[src/rtl/spi_txn_arbiter_if.sv]
// rtl/spi_txn_arbiter_if.sv - request, response and SPI master signal bundle for spi_txn_arbiter
interface spi_txn_arbiter_if #(
    parameter int N_REQ = 4
);
    localparam int ID_W = (N_REQ > 1) ? $clog2(N_REQ) : 1;

    logic [N_REQ-1:0]    req_valid;
    logic [N_REQ-1:0]    req_ready;
    logic [32*N_REQ-1:0] req_data;
    logic [8*N_REQ-1:0]  req_ss;
    logic                rsp_valid;
    logic                rsp_ready;
    logic [ID_W-1:0]     rsp_id;
    logic [31:0]         rsp_data;
    logic                rsp_err;
    logic                spi_start;
    logic [31:0]         spi_din;
    logic [7:0]          spi_sel;
    logic                spi_busy;
    logic [31:0]         spi_dout;

    modport master (
        input  req_valid, req_data, req_ss, rsp_ready, spi_busy, spi_dout,
        output req_ready, rsp_valid, rsp_id, rsp_data, rsp_err, spi_start, spi_din, spi_sel
    );

    modport slave (
        output req_valid, req_data, req_ss, rsp_ready, spi_busy, spi_dout,
        input  req_ready, rsp_valid, rsp_id, rsp_data, rsp_err, spi_start, spi_din, spi_sel
    );
endinterface

[src/rtl/spi_txn_arbiter.sv]
// rtl/spi_txn_arbiter.sv - round-robin arbiter sequencing one shared 32-bit SPI master
module spi_txn_arbiter #(
    parameter int N_REQ       = 4,
    parameter int TIMEOUT_CYC = 64,
    parameter int GAP_CYC     = 2
) (
    input  logic              clk,
    input  logic              reset,
    spi_txn_arbiter_if.master bus
);
    localparam int ID_W = (N_REQ > 1) ? $clog2(N_REQ) : 1;
    localparam int TW   = $clog2(TIMEOUT_CYC + 1);
    localparam int GW   = (GAP_CYC > 1) ? $clog2(GAP_CYC) : 1;
    // Two short: the timer starts one cycle after the pulse and the error registers one edge later.
    localparam logic [TW-1:0]   TO_LAST  = TW'(TIMEOUT_CYC - 2);
    localparam logic [GW-1:0]   GAP_LAST = GW'(GAP_CYC - 1);
    localparam logic [ID_W-1:0] ID_LAST  = ID_W'(N_REQ - 1);

    typedef enum logic [2:0] {
        S_IDLE,
        S_START,
        S_WAIT_BUSY,
        S_WAIT_DONE,
        S_RESP,
        S_GAP
    } state_t;

    state_t            state, state_nxt;
    logic [ID_W-1:0]   ptr, ptr_nxt;
    logic [ID_W-1:0]   id_q, id_nxt;
    logic [31:0]       data_q, data_nxt;
    logic              err_q, err_nxt;
    logic [31:0]       din_q, din_nxt;
    logic [7:0]        sel_q, sel_nxt;
    logic [TW-1:0]     timer_q, timer_nxt;
    logic [GW-1:0]     gap_q, gap_nxt;
    logic [N_REQ-1:0]  ready_c;
    logic              start_c;
    logic              rsp_valid_c;
    logic              grant;
    logic              found_hi;
    logic [ID_W-1:0]   win, win_hi, win_lo;
    logic [31:0]       win_data;
    logic [7:0]        win_ss;

    // win_hi: lowest requester at or above the pointer; win_lo: lowest overall, used on wrap.
    always_comb begin
        win_hi   = '0;
        win_lo   = '0;
        found_hi = 1'b0;
        for (int i = N_REQ - 1; i >= 0; i--) begin
            if (bus.req_valid[i]) begin
                win_lo = ID_W'(i);
                if (i >= int'(ptr)) begin
                    win_hi   = ID_W'(i);
                    found_hi = 1'b1;
                end
            end
        end
        win      = found_hi ? win_hi : win_lo;
        win_data = bus.req_data[32*int'(win) +: 32];
        win_ss   = bus.req_ss[8*int'(win) +: 8];
    end

    assign grant = (state == S_IDLE) && (|bus.req_valid) && !bus.spi_busy && !reset;

    always_comb begin
        state_nxt   = state;
        ptr_nxt     = ptr;
        id_nxt      = id_q;
        data_nxt    = data_q;
        err_nxt     = err_q;
        din_nxt     = din_q;
        sel_nxt     = sel_q;
        timer_nxt   = timer_q;
        gap_nxt     = gap_q;
        ready_c     = '0;
        start_c     = 1'b0;
        rsp_valid_c = 1'b0;
        unique case (state)
            S_IDLE: begin
                if (grant) begin
                    ready_c[win] = 1'b1;
                    din_nxt      = win_data;
                    sel_nxt      = win_ss;
                    id_nxt       = win;
                    if (win_ss == 8'hFF) begin
                        err_nxt   = 1'b1;
                        data_nxt  = 32'h0;
                        state_nxt = S_RESP;
                    end else begin
                        state_nxt = S_START;
                    end
                end
            end
            S_START: begin
                start_c   = 1'b1;
                timer_nxt = '0;
                state_nxt = S_WAIT_BUSY;
            end
            S_WAIT_BUSY: begin
                timer_nxt = timer_q + 1'b1;
                if (timer_q == TO_LAST) begin
                    err_nxt   = 1'b1;
                    data_nxt  = 32'h0;
                    state_nxt = S_RESP;
                end else if (bus.spi_busy) begin
                    state_nxt = S_WAIT_DONE;
                end
            end
            S_WAIT_DONE: begin
                timer_nxt = timer_q + 1'b1;
                if (!bus.spi_busy) begin
                    err_nxt   = 1'b0;
                    data_nxt  = bus.spi_dout;
                    state_nxt = S_RESP;
                end else if (timer_q == TO_LAST) begin
                    err_nxt   = 1'b1;
                    data_nxt  = 32'h0;
                    state_nxt = S_RESP;
                end
            end
            S_RESP: begin
                rsp_valid_c = 1'b1;
                if (bus.rsp_ready) begin
                    sel_nxt   = 8'hFF;
                    ptr_nxt   = (id_q == ID_LAST) ? '0 : id_q + 1'b1;
                    gap_nxt   = '0;
                    state_nxt = (GAP_CYC == 0) ? S_IDLE : S_GAP;
                end
            end
            S_GAP: begin
                if (gap_q == GAP_LAST) begin
                    state_nxt = S_IDLE;
                end else begin
                    gap_nxt = gap_q + 1'b1;
                end
            end
            default: state_nxt = S_IDLE;
        endcase
    end

    always_ff @(posedge clk or posedge reset) begin
        if (reset) begin
            state   <= S_IDLE;
            ptr     <= '0;
            id_q    <= '0;
            data_q  <= 32'h0;
            err_q   <= 1'b0;
            din_q   <= 32'h0;
            sel_q   <= 8'hFF;
            timer_q <= '0;
            gap_q   <= '0;
        end else begin
            state   <= state_nxt;
            ptr     <= ptr_nxt;
            id_q    <= id_nxt;
            data_q  <= data_nxt;
            err_q   <= err_nxt;
            din_q   <= din_nxt;
            sel_q   <= sel_nxt;
            timer_q <= timer_nxt;
            gap_q   <= gap_nxt;
        end
    end

    assign bus.req_ready = ready_c;
    assign bus.rsp_valid = rsp_valid_c;
    assign bus.rsp_id    = id_q;
    assign bus.rsp_data  = data_q;
    assign bus.rsp_err   = err_q;
    assign bus.spi_start = start_c;
    assign bus.spi_din   = din_q;
    assign bus.spi_sel   = sel_q;
endmodule

[src/flat_wrapper.sv]
// flat-port wrapper written by rule: the top's interface ports become plain ports
module spi_txn_arbiter_flat 
#(
    parameter int N_REQ       = 4,
    parameter int TIMEOUT_CYC = 64,
    parameter int GAP_CYC     = 2
)
  (clk, reset, bus_req_valid, bus_req_data, bus_req_ss, bus_rsp_ready, bus_spi_busy, bus_spi_dout, bus_req_ready, bus_rsp_valid, bus_rsp_id, bus_rsp_data, bus_rsp_err, bus_spi_start, bus_spi_din, bus_spi_sel);
  spi_txn_arbiter_if #(.N_REQ(N_REQ)) bus_i ();
  input  logic clk;
  input  logic reset;
  input wire logic [$bits(bus_i.req_valid)-1:0] bus_req_valid;
  input wire logic [$bits(bus_i.req_data)-1:0] bus_req_data;
  input wire logic [$bits(bus_i.req_ss)-1:0] bus_req_ss;
  input wire logic [$bits(bus_i.rsp_ready)-1:0] bus_rsp_ready;
  input wire logic [$bits(bus_i.spi_busy)-1:0] bus_spi_busy;
  input wire logic [$bits(bus_i.spi_dout)-1:0] bus_spi_dout;
  output wire logic [$bits(bus_i.req_ready)-1:0] bus_req_ready;
  output wire logic [$bits(bus_i.rsp_valid)-1:0] bus_rsp_valid;
  output wire logic [$bits(bus_i.rsp_id)-1:0] bus_rsp_id;
  output wire logic [$bits(bus_i.rsp_data)-1:0] bus_rsp_data;
  output wire logic [$bits(bus_i.rsp_err)-1:0] bus_rsp_err;
  output wire logic [$bits(bus_i.spi_start)-1:0] bus_spi_start;
  output wire logic [$bits(bus_i.spi_din)-1:0] bus_spi_din;
  output wire logic [$bits(bus_i.spi_sel)-1:0] bus_spi_sel;
  assign bus_i.req_valid = bus_req_valid;
  assign bus_i.req_data = bus_req_data;
  assign bus_i.req_ss = bus_req_ss;
  assign bus_i.rsp_ready = bus_rsp_ready;
  assign bus_i.spi_busy = bus_spi_busy;
  assign bus_i.spi_dout = bus_spi_dout;
  assign bus_req_ready = bus_i.req_ready;
  assign bus_rsp_valid = bus_i.rsp_valid;
  assign bus_rsp_id = bus_i.rsp_id;
  assign bus_rsp_data = bus_i.rsp_data;
  assign bus_rsp_err = bus_i.rsp_err;
  assign bus_spi_start = bus_i.spi_start;
  assign bus_spi_din = bus_i.spi_din;
  assign bus_spi_sel = bus_i.spi_sel;
  spi_txn_arbiter #(.N_REQ(N_REQ), .TIMEOUT_CYC(TIMEOUT_CYC), .GAP_CYC(GAP_CYC)) u_core (.clk(clk), .reset(reset), .bus(bus_i));
endmodule
[config.mk]
export PLATFORM = sky130hd
export DESIGN_NAME = spi_txn_arbiter_flat
export DESIGN_NICKNAME = d
export VERILOG_FILES = /design/src/rtl/spi_txn_arbiter_if.sv /design/src/rtl/spi_txn_arbiter.sv /design/src/flat_wrapper.sv
export SDC_FILE = /design/constraint.sdc
export NUM_CORES = 1
export LEC_CHECK = 0
export ABC_AREA = 1
export CAP_MARGIN = 20
export CORE_UTILIZATION = 43
export DETAILED_ROUTE_END_ITERATION = 8
export PLACE_DENSITY = 0.91
export SLEW_MARGIN = 20
export SYNTH_ARGS = -nofsm -noshare
export SYNTH_HDL_FRONTEND = slang
export SYNTH_SLANG_ARGS = --single-unit
[constraint.sdc]
create_clock -name clk -period 10.3 [get_ports clk]
set_input_delay 1.03 -clock clk [delete_from_list [all_inputs] [get_ports clk]]
set_output_delay 1.03 -clock clk [all_outputs]
set_load 0.02 [all_outputs]
== Yosys cells after proc, flatten, opt, wreduce, memory -nomap -nowiden ==
Cells that the tools add are included.
Cells by class
  eq/ne operators: 14
  muxes and demuxes: 51
  shift-type cells: 2
  reduce and logical (&&, ||, !) cells: 19
  add/subtract/negate cells: 3
  order comparisons: 5
Operators by type and width (count)
  $mux 32: 4
  $shiftx 128x8->32: 1
  $pmux 32 s3: 1
  $shiftx 32x6->8: 1
  $mux 2: 12
  $mux 3: 8
  $pmux 3 s6: 1
  $mux 1: 16
  $mux 8: 2
  $pmux 8 s2: 1
  $pmux 7 s2: 1
  $eq 8x8->1 const B: 1
  $mux 4: 2
  $add 7x1->7 const B: 1
  $eq 7x6->1 const B: 1
  $eq 3x2->1 const B: 2
  $eq 3x3->1 const B: 2
  $ne 3x2->1 const B: 2
  $reduce_and 2->1: 3
  $reduce_and 3->1: 2
  $reduce_bool 2->1: 3
  $reduce_and 5->1: 1
  $ge 1x2->1 const A: 2
  $logic_and 1x1->1: 4
  other kinds (17): 20
Storage, ports and cells
  word-level logic and storage cells: 103
  input port bits: 200
  flip-flop bits (word level): 88

== Longest topological paths before layout ==
  depth after elaboration: 14
  gate-level depth with buffers: 18
  depth with buffers taken out: 17

== Worst setup path after synthesis ==
Ideal clock, no wire load.
  path type: input -> output
  start: in reset
  end: out bus_req_ready[0]
  path slack: 4.952 ns
  required time: 9.270 ns
  stages: 4
  data arrival time: 4.318 ns
  buffers on the path: 1
  cell sequence: inv_1 > nand4_1 > clkbuf_1 > nor3_1
Between the ends
  longest elaborated chain between the ends: 4
RTL lines
  start, declared: RTL line flat_wrapper.sv:11  | input logic reset;
  $logic_not 1->1: RTL line spi_txn_arbiter.sv:65  | assign grant = (state == S_IDLE) && (|bus.req_valid) && !bus.spi_busy && !reset;
  $logic_and 1x1->1: RTL line spi_txn_arbiter.sv:65
  $mux 4: RTL line spi_txn_arbiter.sv:82  | if (grant) begin
  $mux 4: RTL line spi_txn_arbiter.sv:80  | unique case (state)
  end, declared: RTL line flat_wrapper.sv:18  | output wire logic [$bits(bus_i.req_ready)-1:0] bus_req_ready;
No other way between the ends.

== Worst setup path in the final report ==
  start: in bus_req_valid[2]
  end: out bus_req_ready[0]
Between the ends
  longest elaborated chain between the ends: 12
  elaborated cells on any way between the ends: 25
  classes of those cells: order compare (2); mux (18); reduce/logical (5)
RTL lines
  start, declared: RTL line flat_wrapper.sv:12  | input wire logic [$bits(bus_i.req_valid)-1:0] bus_req_valid;
  $mux 2 / $mux 1 (equally long branches): RTL line spi_txn_arbiter.sv:52  | if (bus.req_valid[i]) begin
  $mux 2 / $mux 1 (equally long branches): RTL line spi_txn_arbiter.sv:54  | if (i >= int'(ptr)) begin
  $mux 2 / $mux 1 (equally long branches): RTL line spi_txn_arbiter.sv:52
  $mux 2 / $mux 1 (equally long branches): RTL line spi_txn_arbiter.sv:54
  $mux 2 / $mux 1 (equally long branches): RTL line spi_txn_arbiter.sv:52
  $mux 2: RTL line spi_txn_arbiter.sv:60  | win = found_hi ? win_hi : win_lo;
  $lt 2x3->1 (implied by the code) / $ge 2x1->1 (equally long branches): RTL line spi_txn_arbiter.sv:83  | ready_c[win] = 1'b1;
  $logic_and 1x1->1 (implied by the code): RTL line spi_txn_arbiter.sv:83
  $mux 1 (implied by the code): RTL line spi_txn_arbiter.sv:83
  $demux 1 s2
  $mux 4 (*): RTL line spi_txn_arbiter.sv:82
  $mux 4 (*): RTL line spi_txn_arbiter.sv:80
Mark *: on every way between the ends. The rest lies on a longest branch, timed or not.

==> results.toml <==
[global_routing]
grt_pass1_vias = 5638
grt_max_degree = 68
grt_first_pass_wirelength_um = 27900
overflow = 0
grt_antenna_before_repair = 1
grt.total_usage_pct = 28.4

[cts]
cts_tree = "built"
cts_setup_buffers = 0
postCtsHoldBufs = 0
root_buffer = "clkbuf_16"
clock_sinks = 88
clk_pin_slew_ns = 0.06
worstSkewPairLatency_ns = 0.33
cts_buffer_depth = 2
post_cts_resized = 0
htreeDepth = 3
cts_made_buffers = 9

[logic_synthesis]
syn_nets = 867
synth.distinct_cells = 38
seq_area_frac_synth_pct = 43.0
synth_area_leaders = "dfrtp_1 (39%), nand2_1 (16%), a22oi_1 (8.3%)"
syn-instance-count = 664
yosysWarnings = 0
yosys.area.top_type_share_pct = 38.9
synth_area_um2 = 5140
ys_seq_elements = 88
yosys.area.top_type = "dfrtp_1"
synth_area_per_cell_um2 = 7.74

[run_status]
violations = "design-rule violations"
outcome = "complete, but fails checks"

[power]
p_per_area_nw_per_um2 = 266
peakVddDrop_mv = 0.139
p_seq_share_pct = 28.0
power.switching_w = 0.000997
sw_frac_of_total_pct = 45.2
p_comb_share_pct = 57.8
leakage_nw = 3.74
p_clk_share_pct = 14.2
p_int_w = 0.00121

[critical_path]
crit_buf_inv = 4
cp_slowest_cell = "clkdlybuf4s50_1"
path_max_fanout = 23
cp_common_cell = "nand2_1"
crit_chain = "clkdlybuf4s50_1, inv_1, nand2_1, nand2_1, nand2_1, nand3_4, nand2_4, inv_1, nor3_1, clkdlybuf4s50_1"
crit_required_ns = 9.27
crit_type = "input port to output port"
endpoint_kind = "output port"
cp_data_arrival_time_ns = 3.26
startpoint_type = "input port"
cpPeakStageDelay_ns = 0.63
critPathTopFamily = "buffers and inverters"

[sta]
setup_viol = 0
rsz0062_at_grt = "no"
finalMaxSlewViolations = 0
slew_headroom_pct = 30.6
tightest_slew_ns = 1.04
finalHoldViolCount = 0
fmax_ghz = 0.233
post-route-period-util_pct = 41.6
skew_ns = 0.00914
layout_min_cycle_time_ns = 4.29
setup_tns_ns = 0

[cells_and_area]
final_common_cell = "clkdlybuf4s50_1"
layout_common_cells = "clkdlybuf4s50_1 (280), nand2_1 (218), dfrtp_1 (80)"
final_nets = 1128
area_delta_synth_final_pct = 61.3
drive_above_1_share_pct = 9.89
fin_area_um2 = 8290

[routing]
wire_per_inst_um = 16.2
wl_um = 17400
antenna_left = 0
route.detailed.drc = 16
drt_first_pass_iters = 8
via_count = 5660
vias_per_cell = 5.27
drt_iter0_drc = 461

[floorplan]
rows = 39
die_h_um = 111
coreArea_um2 = 11500
ioPinCount = 281
die-area_um2 = 12400
initial_core_util_pct = 44.7
die_w_um = 111

[place]
hpwl_um = 13100
io_buffers = 280
placed_cell_area_um2 = 7980
gp_congestion = 0.940

[min_path]
holdCritPathClass = "register to register"

[run]
drv_cap = 0
==> sequential cells by signal (all words and copies together), names as in the netlist <==
signal	flops
u_core.timer_q	7
u_core.gap_q	1
u_core.state	3
u_core.bus.rsp_err	1
u_core.ptr	2
u_core.bus.rsp_data	32
u_core.bus.rsp_id	2
u_core.bus.spi_sel	8
u_core.bus.spi_din	32
==> path summary, 6_finish.rpt <==
| check | endpoint | cells past startpoint | slack [ns] | from |
|---|---|---|---|---|
| worst max-delay path | bus_req_ready[0] | 10 | 6.01 | bus_req_valid[2] |
| worst min-delay path | u_core.bus.spi_din[16] | 2 | 0.49 | u_core.bus.spi_din[16] |
| worst max register to register | u_core.bus.rsp_data[25] | 11 | 7.23 | u_core.state[1] |
| worst min register to register | u_core.bus.spi_din[16] | 2 | 0.49 | u_core.bus.spi_din[16] |
| max in group asynchronous | u_core.bus.spi_din[12] | 3 | 8.12 | reset |
| min in group asynchronous | u_core.bus.rsp_data[8] | 2 | 0.97 | reset |
==> cell usage after synthesis, drive strengths merged <==
master	number
a2111oi	1
a21oi	7
a22o	1
a22oi	57
a31oi	15
buf	18
clkbuf	19
dfrtp	80
dfstp	8
ha	3
inv	61
nand2	257
nand3	19
nand3b	4
nand4	35
nor2	46
nor3	9
nor4	1
o211ai	1
o21ai	9
o22a	7
o22ai	3
o31ai	1
o32ai	2
==> worst min-delay path, stage by stage, from the launching register on <==
cell and delay, ns:
dfrtp_1 0.35, nand2_1 0.05, nand2_1 0.05
==> stage by stage <==
step / total power, W / hold slack (ns) / cells / utilization [%] / worst slack [ns]
after floorplan: 0.00140 / 0.475 / 664 / - / 4.95
after global placement: 0.00186 / 0.463 / 1056 / 69.3 / 6.12
after detailed placement: 0.00189 / 0.469 / 1056 / 69.3 / 6.05
after CTS: 0.00221 / 0.487 / 1072 / 71.9 / 6.04
after global routing: 0.00236 / 0.502 / 1074 / 72.0 / 5.88
final: 0.00221 / 0.485 / 1074 / 72.0 / 6.01
==> area by class of cell <==
class / instances / area [um2]
Clock inverter: 5 / 38.8
Clock buffer: 11 / 253
Tap cell: 143 / 179
Inverter: 61 / 230
Timing Repair Buffer: 287 / 2860
Fill cell: 867 / 3220
Multi-Input combinational cell: 478 / 2510
Antenna cell: 1 / 2.50
Sequential cell: 88 / 2210
==> metal layers <==
metal,GRT usage (%),part of all wire [%]
met2,49.5,51
met3,4.68,5.9
met4,13.7,4.2
met1,34.1,39
met5,0,0
==> power by group through the flow <==
stage	combinational, W	sequential (W)	clock (W)
floorplan	0.000648	0.000755	0
detailed placement	0.00127	0.000620	0
global placement	0.00125	0.000612	0
CTS	0.00127	0.000617	0.000318
finish	0.00128	0.000619	0.000314
global route	0.00139	0.000638	0.000332
==> kinds of logic after synthesis <==
group / synth area share [%]
adder cells (fa/ha/maj): 0.730
AO/OA/AOI/OAI: 14.6
flip-flops: 43.0
buffers and inverters: 8.27
AND/OR/NAND/NOR: 33.3
Note: power is estimated with default switching activity, not from simulation.
==> patch (config.mk and constraints unchanged) <==
Compare `timer_q` against `TO_LAST` with >= in place of ==.
--- a/src/rtl/spi_txn_arbiter.sv
+++ b/src/rtl/spi_txn_arbiter.sv
@@ -114,7 +114,7 @@
                     err_nxt   = 1'b0;
                     data_nxt  = bus.spi_dout;
                     state_nxt = S_RESP;
-                end else if (timer_q == TO_LAST) begin
+                end else if (timer_q >= TO_LAST) begin
                     err_nxt   = 1'b1;
                     data_nxt  = 32'h0;
                     state_nxt = S_RESP;
Behaviour: no difference found for any inputs over 4 cycles, from zero or initial values and one cycle with reset high; that may be too few to reach the edited logic, so the function may still have changed.
==> patch against the unedited design <==
  * Power decreased by 14%
  * Design area fell by 3.0%
  * Global-route usage down 0.21 points
  * Synthesized area shrank 5.1%
  * Sequential cell count did not move
  * Wire length is 5.6% lower
  * Largest power group unchanged
  * Final cell count stayed put
  * Die area decreased by 5.0%
  * Worst setup slack lost 340 ps
  * Combinational power is 19% lower
==> patch: results (changes against the unedited design) <==
<table>
<tr><th>Metric</th><th>Value</th></tr>
<tr><th colspan="2">Global route</th></tr>
<tr><td>Global router's overall resource usage</td><td>0.281 (-0.00214)</td></tr>
<tr><td>Antenna violations before repair</td><td>0 (-1)</td></tr>
<tr><td>Largest net degree at the start of global routing</td><td>53 (-22%)</td></tr>
<tr><td>Vias in the first global route</td><td>5422 (-3.8%)</td></tr>
<tr><th colspan="2">Cells and area</th></tr>
<tr><td>Ratio of cells with drive above 1 in the final layout</td><td>0.0685 (-0.0304)</td></tr>
<tr><th colspan="2">Route</th></tr>
<tr><td>DRT Pass-1 Iters</td><td>7 (-1)</td></tr>
<tr><td>Total vias in the final route</td><td>5494 (-2.9%)</td></tr>
<tr><td>Vias per Instance</td><td>5.12 (-2.9%)</td></tr>
<tr><th colspan="2">Critical path</th></tr>
<tr><td>Maximum single-stage delay on the critical path</td><td>600 ps (-30 ps)</td></tr>
<tr><td>Data arrival time at the worst-slack endpoint</td><td>3590 ps (+330 ps)</td></tr>
<tr><td>Destination of the critical timing path</td><td>bus_req_ready[2]</td></tr>
<tr><td>Worst R2R End</td><td>u_core.bus.rsp_data[25]$_DFFE_PP0P_</td></tr>
<tr><td>Worst-case register-to-register setup slack</td><td>7180 ps (-50 ps)</td></tr>
<tr><td>Depth of the worst register-to-register path</td><td>12 (+1)</td></tr>
<tr><td>Maximum fanout along the worst path</td><td>47 (+100%)</td></tr>
<tr><td>Worst setup path startpoint</td><td>reset</td></tr>
<tr><th colspan="2">STA</th></tr>
<tr><td>Worst clock skew</td><td>9.69 ps (+0.546 ps)</td></tr>
<tr><td>Post-route worst hold slack</td><td>474 ps (-11.0 ps)</td></tr>
<tr><td>Worst Max-Slew Pin Slew</td><td>1080 ps (+37.3 ps)</td></tr>
<tr><th colspan="2">Clocking</th></tr>
<tr><td># hold bufs at CTS</td><td>0 (unchanged)</td></tr>
<tr><th colspan="2">Power and ir drop</th></tr>
<tr><td>Peak VDD IR</td><td>171 uV (+23%)</td></tr>
<tr><td>Lkg Pwr</td><td>0.00375 uW (about the same)</td></tr>
<tr><th colspan="2">Logic synthesis</th></tr>
<tr><td>Post-Syn Area</td><td>0.00488 mm^2 (-5.1%)</td></tr>
<tr><td>Net count after synthesis</td><td>866 (-0.12%)</td></tr>
<tr><td>Yosys cell types</td><td>30 (-21%)</td></tr>
<tr><th colspan="2">Status</th></tr>
<tr><td>Result of the run</td><td>completed</td></tr>
<tr><th colspan="2">Placed design</th></tr>
<tr><td>Number of placed instances with taps included</td><td>1058 (+0.19%)</td></tr>
<tr><td>DP Wirelength</td><td>12.5 mm (-3.9%)</td></tr>
<tr><td>Post-DP Area</td><td>0.00775 mm^2 (-2.9%)</td></tr>
<tr><th colspan="2">Min path</th></tr>
<tr><td>Hold Startpoint</td><td>u_core.bus.rsp_data[30]$_DFFE_PP0P_</td></tr>
</table>
[patch: changes by cell type in the layout (fill, tap and decap cells not counted), moves of 3 or more]
cell / change
sky130_fd_sc_hd__nor2_1: +6
sky130_fd_sc_hd__nor2_2: -6
sky130_fd_sc_hd__nand2_1: +65
sky130_fd_sc_hd__nand3_1: +3
sky130_fd_sc_hd__nand2_4: -3
sky130_fd_sc_hd__a22oi_1: -33
sky130_fd_sc_hd__inv_1: -5
sky130_fd_sc_hd__nand4_1: +3
sky130_fd_sc_hd__nand2_2: -14
[patch: worst max-delay path, delay by kind of cell]
family,cells,cell delay (ps)
and+or+nand+nor,2,250
buffers and inverters,7,2260
[patch: layer usage]
metal | wire length [um] | part of all wire | vias to the layer above | GRT usage
met1 | 6120 | 0.37 | 2505 | 0.314
met2 | 8420 | 0.51 | 260 | 0.509
met4 | 639 | 0.039 | 0 | 0.131
met3 | 1220 | 0.075 | 50 | 0.0591
met5 | 0 | 0 | - | 0
li1 | - | - | 2679 | -
[patch: final cells by class]
| class | count | area, um^2 |
|---|---|---|
| clock inverter | 7 | 63.8 |
| tap | 140 | 175 |
| fill | 869 | 2890 |
| timing repair buffer | 287 | 2860 |
| sequential | 88 | 2210 |
| clock buffer | 9 | 225 |
| inverter | 54 | 205 |
| multi-input combinational | 489 | 2310 |
[patch: kinds of logic (layout without fill, tap and decap cells)]
kind of cell             Yosys count  after routing  share of synthesized area
XOR/XNOR                           1              1                    0.00179
buffers and inverters             86            357                     0.0782
flip-flops                        88             88                      0.453
AO/OA/AOI/OAI                     66             66                     0.0905
adder cells (fa/ha/maj)            3              3                    0.00769
AND/OR/NAND/NOR                  419            419                      0.369
[patch: where the power goes]
part | internal [uW] | switching [uW] | total [uW]
Clock | 169 | 144 | 312
Combinational | 432 | 606 | 1040
Sequential | 475 | 80.1 | 556
